$ cat config.mk
export PLATFORM = sky130hd
export DESIGN_NAME = mig_write_coalescer_flat
export DESIGN_NICKNAME = d
export VERILOG_FILES = /design/src/rtl/mig_write_coalescer_if.sv /design/src/rtl/mig_write_coalescer.sv /design/src/flat_wrapper.sv
export SDC_FILE = /design/constraint.sdc
export NUM_CORES = 1
export LEC_CHECK = 0
export BUFFER_PORTS_ARGS = -buffer_cell sky130_fd_sc_hd__buf_2
export CORE_MARGIN = 8
export CORE_UTILIZATION = 40
export DETAILED_ROUTE_END_ITERATION = 8
export PLACE_DENSITY = 0.61
export SLEW_MARGIN = 20
export SYNTH_ARGS = -nofsm -noshare
export SYNTH_HDL_FRONTEND = slang
export SYNTH_SLANG_ARGS = --single-unit
export TNS_END_PERCENT = 30
$ cat constraint.sdc
create_clock -name clk_in -period 12.7 [get_ports clk_in]
set_input_delay 3.81 -clock clk_in [delete_from_list [all_inputs] [get_ports clk_in]]
set_output_delay 3.81 -clock clk_in [all_outputs]
set_load 0.01 [all_outputs]
$ cat src/rtl/mig_write_coalescer_if.sv
// rtl/mig_write_coalescer_if.sv - pixel-in / MIG-request-out bundle for the write coalescer
interface mig_write_coalescer_if #(
    parameter int HRES   = 320,
    parameter int VRES   = 180,
    parameter int PIX_W  = 16,
    parameter int WORDS  = 8,
    parameter int ADDR_W = 27
);
    localparam int BYTES = WORDS * PIX_W / 8;

    logic [$clog2(HRES)-1:0] hcount_in;
    logic [$clog2(VRES)-1:0] vcount_in;
    logic [PIX_W-1:0]        color_in;
    logic                    mask_zero_in;
    logic                    frame_in;
    logic                    valid_in;
    logic                    rdy_out;
    logic                    flush_in;
    logic [ADDR_W-1:0]       addr_out;
    logic [WORDS*PIX_W-1:0]  data_out;
    logic [BYTES-1:0]        strobe_out;
    logic                    valid_out;
    logic                    rdy_in;
    logic                    busy_out;

    modport slave (
        input  hcount_in, vcount_in, color_in, mask_zero_in, frame_in, valid_in, flush_in, rdy_in,
        output rdy_out, addr_out, data_out, strobe_out, valid_out, busy_out
    );

    modport master (
        output hcount_in, vcount_in, color_in, mask_zero_in, frame_in, valid_in, flush_in, rdy_in,
        input  rdy_out, addr_out, data_out, strobe_out, valid_out, busy_out
    );
endinterface

$ cat src/rtl/mig_write_coalescer.sv
// rtl/mig_write_coalescer.sv - packs pixel writes into strobed full-width MIG write requests
module mig_write_coalescer #(
    parameter int HRES    = 320,
    parameter int VRES    = 180,
    parameter int PIX_W   = 16,
    parameter int WORDS   = 8,
    parameter int ADDR_W  = 27,
    parameter int TIMEOUT = 64
) (
    input  logic                   clk_in,
    input  logic                   rst_in,
    mig_write_coalescer_if.slave   bus
);
    localparam int BYTES  = WORDS * PIX_W / 8;
    localparam int PB     = PIX_W / 8;
    localparam int LANE_W = $clog2(WORDS);
    localparam int BOFF_W = $clog2(BYTES);
    localparam int LINE_W = $clog2((HRES * VRES + WORDS - 1) / WORDS);
    localparam int FB     = LINE_W + BOFF_W;
    localparam int H_W    = $clog2(HRES);
    localparam int V_W    = $clog2(VRES);
    // Wide enough for any hcount/vcount code, so out-of-range pixels never alias by truncation
    localparam int P_W    = H_W + V_W + 1;
    localparam int TAG_W  = P_W - LANE_W;
    localparam int TMO_W  = (TIMEOUT > 0) ? $clog2(TIMEOUT + 1) : 1;

    typedef enum logic {S_EMPTY, S_ACCUM} state_t;

    state_t                 state, state_nxt;
    logic [TAG_W-1:0]       acc_line;
    logic                   acc_frame;
    logic [WORDS*PIX_W-1:0] acc_data;
    logic [BYTES-1:0]       acc_strb;
    logic                   flush_pend, flush_pend_nxt;
    logic [TMO_W-1:0]       tmo_cnt, tmo_nxt;

    logic                   valid_q;
    logic [ADDR_W-1:0]      addr_q;
    logic [WORDS*PIX_W-1:0] data_q;
    logic [BYTES-1:0]       strb_q;

    logic [P_W-1:0]         pix_idx;
    logic [TAG_W-1:0]       pix_line;
    logic [LANE_W-1:0]      pix_lane;
    logic                   slot_free, accept, same, diff, lane_last, tmo_hit, drain;

    logic [WORDS*PIX_W-1:0] wr_data, emit_data;
    logic [BYTES-1:0]       wr_strb, emit_strb;
    logic [TAG_W-1:0]       emit_line;
    logic                   emit_frame, emit, acc_we, wrap;
    logic [ADDR_W-1:0]      emit_addr;

    assign pix_idx   = P_W'(bus.hcount_in) + P_W'(HRES) * P_W'(bus.vcount_in);
    assign pix_lane  = pix_idx[LANE_W-1:0];
    assign pix_line  = pix_idx[P_W-1:LANE_W];
    assign lane_last = (pix_lane == LANE_W'(WORDS - 1));
    assign slot_free = !valid_q || bus.rdy_in;
    assign accept    = bus.valid_in && slot_free && !flush_pend;
    assign same      = (state == S_ACCUM) && (pix_line == acc_line) && (bus.frame_in == acc_frame);
    assign diff      = (state == S_ACCUM) && !same;
    assign tmo_hit   = (TIMEOUT != 0) && (tmo_cnt == TMO_W'(TIMEOUT));
    // Idle emit of the accumulator: explicit/wrap flush or timeout, only into a free slot
    assign drain     = !accept && (state == S_ACCUM) && slot_free && (flush_pend || tmo_hit);

    assign bus.rdy_out    = slot_free && !flush_pend;
    assign bus.valid_out  = valid_q;
    assign bus.addr_out   = addr_q;
    assign bus.data_out   = data_q;
    assign bus.strobe_out = strb_q;
    assign bus.busy_out   = (state == S_ACCUM) || valid_q || flush_pend;

    // State register
    always_ff @(posedge clk_in) begin
        if (rst_in) state <= S_EMPTY;
        else        state <= state_nxt;
    end

    // Next state: a finishing lane closes the line unless a different line is being evicted
    always_comb begin
        state_nxt = state;
        if (accept)     state_nxt = (lane_last && !diff) ? S_EMPTY : S_ACCUM;
        else if (drain) state_nxt = S_EMPTY;
    end

    // Output/datapath controls: lane merge, emission source select, flush and timeout bookkeeping
    always_comb begin
        wr_data = same ? acc_data : '0;
        wr_strb = same ? acc_strb : '0;
        for (int k = 0; k < WORDS; k++) begin
            if (pix_lane == LANE_W'(k)) begin
                wr_data[k*PIX_W +: PIX_W] = bus.color_in;
                wr_strb[k*PB +: PB]       = {PB{!bus.mask_zero_in}};
            end
        end
        emit       = drain;
        emit_line  = acc_line;
        emit_frame = acc_frame;
        emit_data  = acc_data;
        emit_strb  = acc_strb;
        acc_we     = accept;
        wrap       = 1'b0;
        if (accept) begin
            if (diff) begin
                // Old line goes out now; a new line that is already complete is flushed next
                emit = 1'b1;
                wrap = lane_last;
            end else if (lane_last) begin
                emit       = 1'b1;
                emit_line  = pix_line;
                emit_frame = bus.frame_in;
                emit_data  = wr_data;
                emit_strb  = wr_strb;
            end
        end
        emit_addr = (ADDR_W'(emit_frame) << FB) | (ADDR_W'(emit_line[LINE_W-1:0]) << BOFF_W);
        flush_pend_nxt = (state_nxt == S_ACCUM) && (flush_pend || bus.flush_in || wrap);
        if (accept || emit || state_nxt == S_EMPTY || TIMEOUT == 0) tmo_nxt = '0;
        else if (!tmo_hit)                                          tmo_nxt = tmo_cnt + 1'b1;
        else                                                        tmo_nxt = tmo_cnt;
    end

    // Accumulator contents, flush flag and idle counter
    always_ff @(posedge clk_in) begin
        if (rst_in) begin
            acc_line   <= '0;
            acc_frame  <= 1'b0;
            acc_data   <= '0;
            acc_strb   <= '0;
            flush_pend <= 1'b0;
            tmo_cnt    <= '0;
        end else begin
            if (acc_we) begin
                acc_line  <= pix_line;
                acc_frame <= bus.frame_in;
                acc_data  <= wr_data;
                acc_strb  <= wr_strb;
            end
            flush_pend <= flush_pend_nxt;
            tmo_cnt    <= tmo_nxt;
        end
    end

    // Output register: load on a non-empty emit, hold while stalled, drop after handshake
    always_ff @(posedge clk_in) begin
        if (rst_in) begin
            valid_q <= 1'b0;
            addr_q  <= '0;
            data_q  <= '0;
            strb_q  <= '0;
        end else if (emit && |emit_strb) begin
            valid_q <= 1'b1;
            addr_q  <= emit_addr;
            data_q  <= emit_data;
            strb_q  <= emit_strb;
        end else if (bus.rdy_in) begin
            valid_q <= 1'b0;
        end
    end
endmodule
$ cat src/flat_wrapper.sv
// flat-port wrapper written by rule: the top's interface ports become plain ports
module mig_write_coalescer_flat 
#(
    parameter int HRES    = 320,
    parameter int VRES    = 180,
    parameter int PIX_W   = 16,
    parameter int WORDS   = 8,
    parameter int ADDR_W  = 27,
    parameter int TIMEOUT = 64
)
  (clk_in, rst_in, bus_hcount_in, bus_vcount_in, bus_color_in, bus_mask_zero_in, bus_frame_in, bus_valid_in, bus_flush_in, bus_rdy_in, bus_rdy_out, bus_addr_out, bus_data_out, bus_strobe_out, bus_valid_out, bus_busy_out);
  mig_write_coalescer_if #(.HRES(HRES), .VRES(VRES), .PIX_W(PIX_W), .WORDS(WORDS), .ADDR_W(ADDR_W)) bus_i ();
  input  logic clk_in;
  input  logic rst_in;
  input wire logic [$bits(bus_i.hcount_in)-1:0] bus_hcount_in;
  input wire logic [$bits(bus_i.vcount_in)-1:0] bus_vcount_in;
  input wire logic [$bits(bus_i.color_in)-1:0] bus_color_in;
  input wire logic [$bits(bus_i.mask_zero_in)-1:0] bus_mask_zero_in;
  input wire logic [$bits(bus_i.frame_in)-1:0] bus_frame_in;
  input wire logic [$bits(bus_i.valid_in)-1:0] bus_valid_in;
  input wire logic [$bits(bus_i.flush_in)-1:0] bus_flush_in;
  input wire logic [$bits(bus_i.rdy_in)-1:0] bus_rdy_in;
  output wire logic [$bits(bus_i.rdy_out)-1:0] bus_rdy_out;
  output wire logic [$bits(bus_i.addr_out)-1:0] bus_addr_out;
  output wire logic [$bits(bus_i.data_out)-1:0] bus_data_out;
  output wire logic [$bits(bus_i.strobe_out)-1:0] bus_strobe_out;
  output wire logic [$bits(bus_i.valid_out)-1:0] bus_valid_out;
  output wire logic [$bits(bus_i.busy_out)-1:0] bus_busy_out;
  assign bus_i.hcount_in = bus_hcount_in;
  assign bus_i.vcount_in = bus_vcount_in;
  assign bus_i.color_in = bus_color_in;
  assign bus_i.mask_zero_in = bus_mask_zero_in;
  assign bus_i.frame_in = bus_frame_in;
  assign bus_i.valid_in = bus_valid_in;
  assign bus_i.flush_in = bus_flush_in;
  assign bus_i.rdy_in = bus_rdy_in;
  assign bus_rdy_out = bus_i.rdy_out;
  assign bus_addr_out = bus_i.addr_out;
  assign bus_data_out = bus_i.data_out;
  assign bus_strobe_out = bus_i.strobe_out;
  assign bus_valid_out = bus_i.valid_out;
  assign bus_busy_out = bus_i.busy_out;
  mig_write_coalescer #(.HRES(HRES), .VRES(VRES), .PIX_W(PIX_W), .WORDS(WORDS), .ADDR_W(ADDR_W), .TIMEOUT(TIMEOUT)) u_core (.clk_in(clk_in), .rst_in(rst_in), .bus(bus_i));
endmodule
==> results.json <==
{
  "hold_slack_ns": 0.455,
  "grt_max_degree": 100,
  "port_buffers": 200,
  "io_pins": 214,
  "drt-total-wl_um": 37800,
  "worstSetupPathType": "in2reg",
  "fp.coreArea_sq_mm": 0.0306,
  "synth-seq-cells": 328,
  "cts.sinks": 328,
  "p_sw_frac": 0.257,
  "relSlewSlack": 0.267,
  "drive_gt1_frac": 0.204,
  "final_common_cell": "dfxtp_1",
  "final_cell_mix": "328 x dfxtp_1, 199 x buf_2, 177 x nor2_1, 128 x a22oi_1, 125 x a22o_1",
  "combPwrFrac": 0.103,
  "track_usage": 0.193,
  "initial_core_util": 0.406,
  "setup_viol": 0,
  "skew_ns": 0.0258,
  "p_sw_mw": 0.579,
  "async_reset_ff_frac": 0,
  "synth_top_family_by_area": "compound AO/OA/AOI/OAI gates",
  "syn_inst": 1240,
  "r2r_end": "u_core.bus.strobe_out[2]",
  "synth-xor-area-share": 0.0219,
  "nets": 1442,
  "period_share": 0.697,
  "ys_seq_area_frac": 0.529,
  "root_buffer": "clkbuf_16",
  "synth_fa_ha_area_frac": 0.0204,
  "ys_types": 60,
  "ctsLongestPathBuffers": 3,
  "peakVddDrop_v": 0.0000843,
  "rows": 64,
  "num_vias": 10098,
  "crit_fanout": 72,
  "synth-main-ff-cell": "dfxtp_1",
  "initialDrtViolationCount": 1017,
  "avgViaCountPerCell": 5.61,
  "worstMarginPinSlew_ns": 1.09,
  "dr.pass1.iters": 5,
  "insertion_delay_ns": 0.52,
  "final_cells": 1801,
  "rsz0062_at_grt": "false",
  "worstPathArrival_ns": 9.31,
  "syn2layout_area_growth_pct": 18.2,
  "cts_resized": 0,
  "min_period_ns": 8.85,
  "cts_buffers": 35,
  "dieWidth_um": 192,
  "clock_power_share": 0.427,
  "crit_required_ns": 13.15,
  "dp.cells": 1742,
  "ys_warn_count": 0,
  "final_cell_area_sq_mm": 0.0147,
  "hold_buffers": 0,
  "p_leak_nw": 6.01,
  "report.final.slew_viol_count": 0,
  "synth-simple-area-share": 0.104,
  "crit_path_start_kind": "input port",
  "fin_util": 0.479,
  "drv_cap": 0,
  "cp-endpoint": "u_core.bus.strobe_out[2]",
  "power_frac_seq": 0.470,
  "post_cts_buffers": 0,
  "synth-compound-area-share": 0.245,
  "synthMuxAreaShare": 0.0280,
  "rrSetupSlack_ns": 8.05,
  "outcome": "complete, no violations",
  "cts_tree": "built",
  "fin_tns_setup_ns": 0,
  "endpoint_kind": "register",
  "dieArea_sq_mm": 0.0369,
  "dp_hpwl_um": 24200,
  "cts_max_level": 2,
  "clock.fmax_mhz": 113,
  "syn_area_sq_mm": 0.0124,
  "routedWlPerCell_um": 21.0,
  "place.gp.congestion": 0.826,
  "synth_edf_count": 0,
  "post_dp_cell_area_sq_mm": 0.0136,
  "cts.clk_slew.worst_paths_ns": 0.06,
  "cp-startpoint": "bus_vcount_in[1]",
  "synth_area_per_cell_sq_um": 10.0,
  "hold_viol_final": 0,
  "antenna_left": 0,
  "reg2regPathDepth": 12,
  "die_h_um": 192,
  "hp-class": "reg2reg",
  "antenna_found_initial": 1,
  "grt_pass1_vias": 9536,
  "grt_overflow": 0,
  "p_int_mw": 1.68,
  "powerDensity_mw_per_mm2": 154,
  "r2r_start": "u_core.state",
  "drc": 0,
  "grt_pass1_wl_um": 56500
}
cell type report:
class | count | area (sq um)
repair buffers | 220 | 1160
inverters | 14 | 52.6
clock buffers | 52 | 1020
flip-flops and latches | 328 | 6570
diodes | 1 | 2.50
clock inverters | 6 | 56.3
multi-input cells | 784 | 5320
fillers | 2925 | 15900
well taps | 396 | 495
sequential cells by signal, indices dropped and copies added, names as in the netlist:
name,flops
u_core.acc_strb,16
u_core.bus.valid_out,1
u_core.bus.data_out,128
u_core.state,1
u_core.bus.addr_out,14
u_core.acc_frame,1
u_core.tmo_cnt,7
u_core.flush_pend,1
u_core.acc_data,128
u_core.bus.strobe_out,16
u_core.acc_line,15
per-stage QoR:
step                      power [mW]  setup slack (ns)
after floorplan                 1.24              4.66
after global placement          1.31              3.35
after detailed placement        1.31              3.37
after CTS                       2.27              3.89
after global routing            2.34              3.56
final                           2.26              3.85
logic make-up (layout without fill, tap and decap cells):
group,Yosys count,in the layout
AO/OA/AOI/OAI,393,393
flip-flops,328,328
AND/OR/NAND/NOR,294,294
buffers and inverters,140,292
multiplexers,34,34
XOR/XNOR,31,31
adder cells (fa/ha/maj),19,19
other,1,14
how the worst min path moves through the flow:
stage | from | end | slack, ns | depth (start not counted)
floorplan | u_core.acc_data[44] | u_core.bus.data_out[44] | 0.45 | 1
global placement | u_core.bus.addr_out[15] | u_core.bus.addr_out[15] | 0.45 | 2
detailed placement | u_core.bus.addr_out[16] | u_core.bus.addr_out[16] | 0.45 | 2
CTS | u_core.bus.addr_out[16] | u_core.bus.addr_out[16] | 0.46 | 2
global route | u_core.bus.data_out[39] | u_core.bus.data_out[39] | 0.48 | 1
finish | u_core.bus.addr_out[16] | u_core.bus.addr_out[16] | 0.45 | 2
critical path, cell delays in order:
cell and delay [ns]:
buf_2 0.13, ha_1 0.29, ha_1 0.18, inv_1 0.07
fa_1 0.45, xor2_1 0.20, or2_1 0.28, or4_1 0.64
xnor2_1 0.17, a222oi_1 0.35, mux2i_2 0.17, nand4_1 0.43
o21ai_0 0.28, nor3_4 0.21, buf_4 0.55, buf_4 0.77
a22o_1 0.26
cell usage after synthesis, types with 2 or more instances:
master	number	area [sq um]
nor3_1	10	50.1
a22o_1	125	1090
buf_1	17	63.8
dfxtp_1	328	6570
a21oi_1	34	170
or4_1	3	22.5
xor2_1	14	123
mux2i_1	30	300
o21ai_1	9	45.0
buf_2	22	110
a311oi_1	24	210
and3_1	6	37.5
nor2b_1	10	62.6
clkbuf_1	67	251
o31ai_1	2	15.0
or2_1	2	12.5
or3_1	5	31.3
nand3_1	14	70.1
nor2_1	179	672
nand4_1	4	25.0
nor4b_1	2	17.5
o21ai_0	7	35.0
nor4_1	6	37.5
nor3b_1	3	22.5
a211o_1	3	26.3
a21o_1	4	30.0
a22oi_1	128	961
a31oi_1	24	150
nand2_1	36	135
mux2_2	3	33.8
xnor2_1	17	149
nand2b_1	3	18.8
a211oi_1	14	105
nand4b_1	2	17.5
buf_4	19	143
and2_1	7	43.8
inv_1	14	52.6
fa_1	2	40.0
ha_1	17	213
o211ai_1	4	30.0
layer usage:
layer | GRT usage | up-vias | share of wire
met3 | 0.0438 | 55 | 0.074
met2 | 0.293 | 343 | 0.45
met1 | 0.269 | 4881 | 0.46
met5 | 0 | - | 0
met4 | 0.0596 | 0 | 0.022
li1 | - | 4819 | -
power by group through the flow:
stage / registers, mW / logic, mW / clock network (mW)
after floorplan: 1.08 / 0.160 / 0
after global placement: 1.08 / 0.228 / 0
after detailed placement: 1.08 / 0.231 / 0
after CTS: 1.06 / 0.231 / 0.979
after global routing: 1.06 / 0.252 / 1.02
final: 1.06 / 0.231 / 0.964
(Power assumes the default switching activity.)
